**src/rtl/ct_pkg.sv**
```systemverilog
// Shared definitions for the clock-crossing read path: crossing read latency,
// minimum read-adapter depth and the explicit-wrap pointer increment.
package ct_pkg;

  localparam int CT_RD_LATENCY        = 1;
  localparam int CT_ADAPTER_MIN_DEPTH = 3;

  // Pointers run 0..depth-1 and wrap explicitly, so depth need not be a power of two.
  function automatic int unsigned ct_wrap_inc(input int unsigned ptr, input int unsigned depth);
    return (ptr == depth - 1) ? 0 : ptr + 1;
  endfunction

endpackage

```
**src/rtl/ct_rd_outreg.sv**
```systemverilog
// One-entry valid/ready output register: refills whenever empty or being popped,
// adds one cycle of latency, holds data stable while dst_valid && !dst_ready.
module ct_rd_outreg #(
  parameter int WIDTH = 1
) (
  input  logic             rdclk,
  input  logic             rdarst,
  input  logic [WIDTH-1:0] src_data,
  input  logic             src_valid,
  output logic             src_ready,
  output logic [WIDTH-1:0] dst_data,
  output logic             dst_valid,
  input  logic             dst_ready
);

  assign src_ready = !dst_valid || dst_ready;

  always_ff @(posedge rdclk or posedge rdarst) begin
    if (rdarst) begin
      dst_valid <= 1'b0;
      dst_data  <= '0;
    end else if (src_ready) begin
      dst_valid <= src_valid;
      if (src_valid) dst_data <= src_data;
    end
  end

endmodule

```
**src/rtl/ct_rd_adapter.sv**
```systemverilog
// Credit-driven read stage behind the clock-crossing FIFO: c_req N -> c_valid N+1 -> o_valid N+2
// (one more cycle with CT_RD_ADAPTER_OUTREG_EN); c_req throttles so in-flight words always fit.
module ct_rd_adapter #(
  parameter int WIDTH = 1,
  parameter int DEPTH = 4
) (
  input  logic                       rdclk,
  input  logic                       rdarst,
  input  logic [WIDTH-1:0]           c_data,
  input  logic                       c_valid,
  output logic                       c_req,
  output logic [WIDTH-1:0]           o_data,
  output logic                       o_valid,
  input  logic                       i_ready,
  output logic [$clog2(DEPTH+1)-1:0] o_level,
  output logic                       o_ovf
);
  import ct_pkg::*;

  localparam int LW = $clog2(DEPTH + 1);
  localparam int PW = (DEPTH > 1) ? $clog2(DEPTH) : 1;
`ifdef CT_RD_ADAPTER_OUTREG_EN
  localparam int MIN_DEPTH = CT_ADAPTER_MIN_DEPTH + 1;
`else
  localparam int MIN_DEPTH = CT_ADAPTER_MIN_DEPTH;
`endif
  localparam logic [LW-1:0] FULL  = LW'(DEPTH);
  localparam logic [LW-1:0] ONE   = LW'(1);
  localparam logic [LW:0]   LIMIT = (LW + 1)'(DEPTH);

  if (DEPTH < MIN_DEPTH) begin : g_depth_chk
    $fatal(1, "ct_rd_adapter: DEPTH below the minimum for this build");
  end
  if (CT_RD_LATENCY != 1) begin : g_lat_chk
    $fatal(1, "ct_rd_adapter: credit rule only covers a one-cycle crossing read latency");
  end

  logic [WIDTH-1:0] mem [DEPTH];
  logic [PW-1:0]    wr_ptr;
  logic [PW-1:0]    rd_ptr;
  logic [LW-1:0]    occ;
  logic             c_req_q;
  logic             rst_q;
  logic             full;
  logic             push;
  logic             pop;
  logic             buf_pop;

  assign full = (occ == FULL);
  assign pop  = o_valid && i_ready;
  // A full buffer still takes a word when the head leaves in the same cycle.
  assign push = c_valid && (!full || pop);

  // Only registers feed the credit rule: occupancy plus the one request still in flight.
  assign c_req   = !rst_q && (({1'b0, occ} + {{LW{1'b0}}, c_req_q}) < LIMIT);
  assign o_level = occ;

`ifdef CT_RD_ADAPTER_OUTREG_EN
  logic head_vld;
  logic head_rdy;

  // occ counts the output register too, so the buffer holds occ minus that entry.
  assign head_vld = (occ > LW'(o_valid));
  assign buf_pop  = head_vld && head_rdy;

  ct_rd_outreg #(
    .WIDTH(WIDTH)
  ) u_outreg (
    .rdclk     (rdclk),
    .rdarst    (rdarst),
    .src_data  (mem[rd_ptr]),
    .src_valid (head_vld),
    .src_ready (head_rdy),
    .dst_data  (o_data),
    .dst_valid (o_valid),
    .dst_ready (i_ready)
  );
`else
  assign o_data  = mem[rd_ptr];
  assign o_valid = (occ != '0);
  assign buf_pop = pop;
`endif

  // Held for one rdclk after reset release so c_req comes up one cycle late.
  always_ff @(posedge rdclk or posedge rdarst) begin
    if (rdarst) rst_q <= 1'b1;
    else        rst_q <= 1'b0;
  end

  always_ff @(posedge rdclk or posedge rdarst) begin
    if (rdarst) begin
      wr_ptr  <= '0;
      rd_ptr  <= '0;
      occ     <= '0;
      c_req_q <= 1'b0;
      o_ovf   <= 1'b0;
    end else begin
      c_req_q <= c_req;
      if (push)    wr_ptr <= PW'(ct_wrap_inc(32'(wr_ptr), DEPTH));
      if (buf_pop) rd_ptr <= PW'(ct_wrap_inc(32'(rd_ptr), DEPTH));
      if (push && !pop)      occ <= occ + ONE;
      else if (pop && !push) occ <= occ - ONE;
      // A dropped word leaves pointers and occupancy untouched.
      if (c_valid && !push) o_ovf <= 1'b1;
    end
  end

  always_ff @(posedge rdclk) begin
    if (push) mem[wr_ptr] <= c_data;
  end

endmodule

```
**config.mk**
```make
export PLATFORM = sky130hd
export DESIGN_NAME = ct_rd_adapter
export DESIGN_NICKNAME = d
export VERILOG_FILES = /design/src/rtl/ct_pkg.sv /design/src/rtl/ct_rd_outreg.sv /design/src/rtl/ct_rd_adapter.sv
export SDC_FILE = /design/constraint.sdc
export NUM_CORES = 1
export LEC_CHECK = 0
export ABC_CLOCK_PERIOD_IN_PS = 2100
export CAP_MARGIN = 10
export CORE_MARGIN = 1.5
export CORE_UTILIZATION = 30
export DETAILED_ROUTE_END_ITERATION = 8
export GPL_TIMING_DRIVEN = 0
export PLACE_DENSITY_LB_ADDON = 0.3
export SLEW_MARGIN = 15
export SYNTH_ARGS = -nofsm -noshare
export SYNTH_HDL_FRONTEND = slang
export SYNTH_HIERARCHICAL = 1
export SYNTH_SLANG_ARGS = --single-unit
```
**constraint.sdc**
```tcl
create_clock -name rdclk -period 2.1 [get_ports rdclk]
set_clock_uncertainty 0.2 [all_clocks]
set_input_delay 0.21 -clock rdclk [delete_from_list [all_inputs] [get_ports rdclk]]
set_output_delay 0.21 -clock rdclk [all_outputs]
set_load 0.005 [all_outputs]
```
==> out/qor.yml, run 1 <==
cts_tree: "done"
grt_pass1_vias: 351
synthesis.nets: 61
max_freq_mhz: 473
die_y_microns: 51.5
r2r_cells: 8
syn_area_sq_um: 707
drc: 0
holdWs_ns: -0.00513
drv_slew: 0
clk_latency_ns: 0.27
clock_path_buffers: 2
grt_use_total_pct: 8.27
antennaDiodeCount: 0
async_flop_share_pct: 71.4
synth-simple-area-share_pct: 11.5
critPathMaxFanout: 4
synth_adder_area_share_pct: 13.5
dpl_cell_area_sq_um: 877
crit_required_ns: 2.11
status: "finished with violations"
hpwl_microns: 733
hp-class: "input pin to async pin"
cts-root-buf: "clkbuf_4"
design.core.area_sq_um: 2210
ir_drop_uv: 620
antenna_found_initial: 0
fillers: 204
first_pass_iters: 2
gp_congestion: 0.600
final_cell_area_sq_um: 952
ant_nets: 0
seq_area_sq_um: 374
ys_types: 21
muxShareOfSynthArea_pct: 12.2
grt_pass1_wl_microns: 1570
violations: "hold timing, setup timing"
yosysWarnings: 6
layout.nets: 82
cts_buffers: 3
die-width_microns: 51.5
end_kind: "register"
synthTopCellsByArea: "dfrtp_1 32%, edfxtp_1 17%, ha_1 11%, mux2_2 4.8%, mux2_4 4.2%"
synth_flop_cell: "dfrtp_1"
synth_top_area_share_pct: 31.9
io_buffers: 11
timing.final.ws_setup_ns: -0.0123
synthCells: 49
startpoint_type: "register"
period_minus_slack_ns: 2.11
synth_top_family_by_area: "adder cells"
io_pins: 12
start_util_pct: 32.0
dieArea_sq_um: 2660
grt_overflow: 0
cts_sinks: 14
area_growth_pct: 34.7
clk_pin_slew_ns: 0.09
critical_path_class: "register to register"
vias_per_cell: 4.09
ctsHoldBuffers: 0
vias: 397
synth_edf_count: 4
yosys-top-cells-count: "9 x dfrtp_1, 6 x ha_1, 4 x and2_1, 4 x edfxtp_1, 4 x inv_1"
pre_cts_ws_ns: -0.391
synth-compound-area-share_pct: 2.30
htreeDepth: 1
p_per_area_nw_per_um2: 1350
tns_ns: -0.0123
ys_seq_area_share_pct: 52.6
wire_per_inst_microns: 9.62
utilization_pct: 43.0
synth_xor_area_share_pct: 3.72
hold_viol_final: 7
avgSynthCellArea_sq_um: 14.4
p_leak_uw: 0.000413
synth_area_leader_cell: "dfrtp_1"
arrival_ns: 2.12
ys_ff_latch: 14
finalCritPeriodShare_pct: 101
drt_iter0_markers: 5
grt_setup_unrepaired: "yes"
std_cell_rows: 17
multi_input_area_sq_um: 338
drt-total-wl_microns: 933
setup_viol: 1
drive_above_1_share_pct: 37.7
drv_cap: 0
yosysMostFrequentCell: "dfrtp_1"
grt_max_degree: 11
flip-flops by register name (all words and copies together) (netlist names):
register	flops
o_ovf	1
o_level	3
c_req_q	1
wr_ptr	2
mem	4
rd_ptr	2
rst_q	1
worst paths after layout:
kind | from | to | slack, ns
max | o_level[1] | o_level[2] | -0.01
max reg2reg | o_level[1] | o_level[2] | -0.01
min | rdarst | o_ovf | -0.005
max in group asynchronous | rdarst | rst_q | 1.40
min reg2reg | o_ovf | o_ovf | 0.26
min in group rdclk | o_ovf | o_ovf | 0.26
area by class of cell:
type                    count  area share (%)
flip-flops and latches     14            39.3
multi-input cells          30            35.5
repair buffers             17            16.2
clock buffers               4            3.81
well taps                  28            3.68
inverters                   4            1.58
worst max-delay path, cell delays in order (launching register included):
cell and delay, ns:
dfrtp_2 0.45, or3_4 0.41, nand2_4 0.08, ha_4 0.13, inv_2 0.03, fa_2 0.33
xor2_1 0.14, nor2_1 0.12, xor2_1 0.14
metal layers:
layer / wire length (microns) / track usage (%) / vias to the layer above
li1: - / - / 204
met1: 456 / 10.7 / 183
met2: 437 / 12.6 / 8
met3: 23 / 1.72 / 2
met4: 17 / 5.26 / 0
met5: 0 / 0 / -
through the flow:
stage / cells / hold WS (ns) / power (uW)
after floorplan: 49 / -0.151 / 837
after global placement: 88 / 0.239 / 1020
after detailed placement: 88 / 0.246 / 1050
after CTS: 96 / 0.0000999 / 1290
after global routing: 97 / 0.0402 / 1390
final: 97 / -0.00513 / 1280
report_power, final:
part | internal [uW] | leakage [uW] | switching, uW
Sequential | 392 | 0.000151 | 99.8
Combinational | 404 | 0.000241 | 202
Clock | 105 | 0.0000210 | 80.5
Total | 901 | 0.000413 | 383
placed cells by master, fill, tap and decap left out, types with 2 or more instances in the layout:
cell and count:
ha_1 5, xor2_1 2, dfrtp_2 2, clkbuf_4 3, mux2_2 2, dfrtp_1 7, mux2_4 3, clkdlybuf4s50_1 10
buf_4 6, and2_1 4, edfxtp_1 4, inv_1 3, nor2_1 3
timing repair:
action,CTS,global route
pin swaps,4,2
endpoints found under the hold margin,0,0
buffers inserted,4,2
resized for setup,2,1
endpoints found under the setup margin,3,4
kinds of logic after synthesis:
family                     Yosys count
DFF                                 14
and+or+nand+nor                     11
adders and majority gates            7
muxes                                6
buffers and inverters                5
xor gates and xnor gates             3
AOI/OAI and AO/OA                    2
other                                1
Power figures use the tool's default switching activity.
==> inputs of run 2 (changes only) <==
CAP_MARGIN = 40   (was 10)
==> results of run 2 <==
The final DEF is identical to that of run 1; final timing and power are the same.
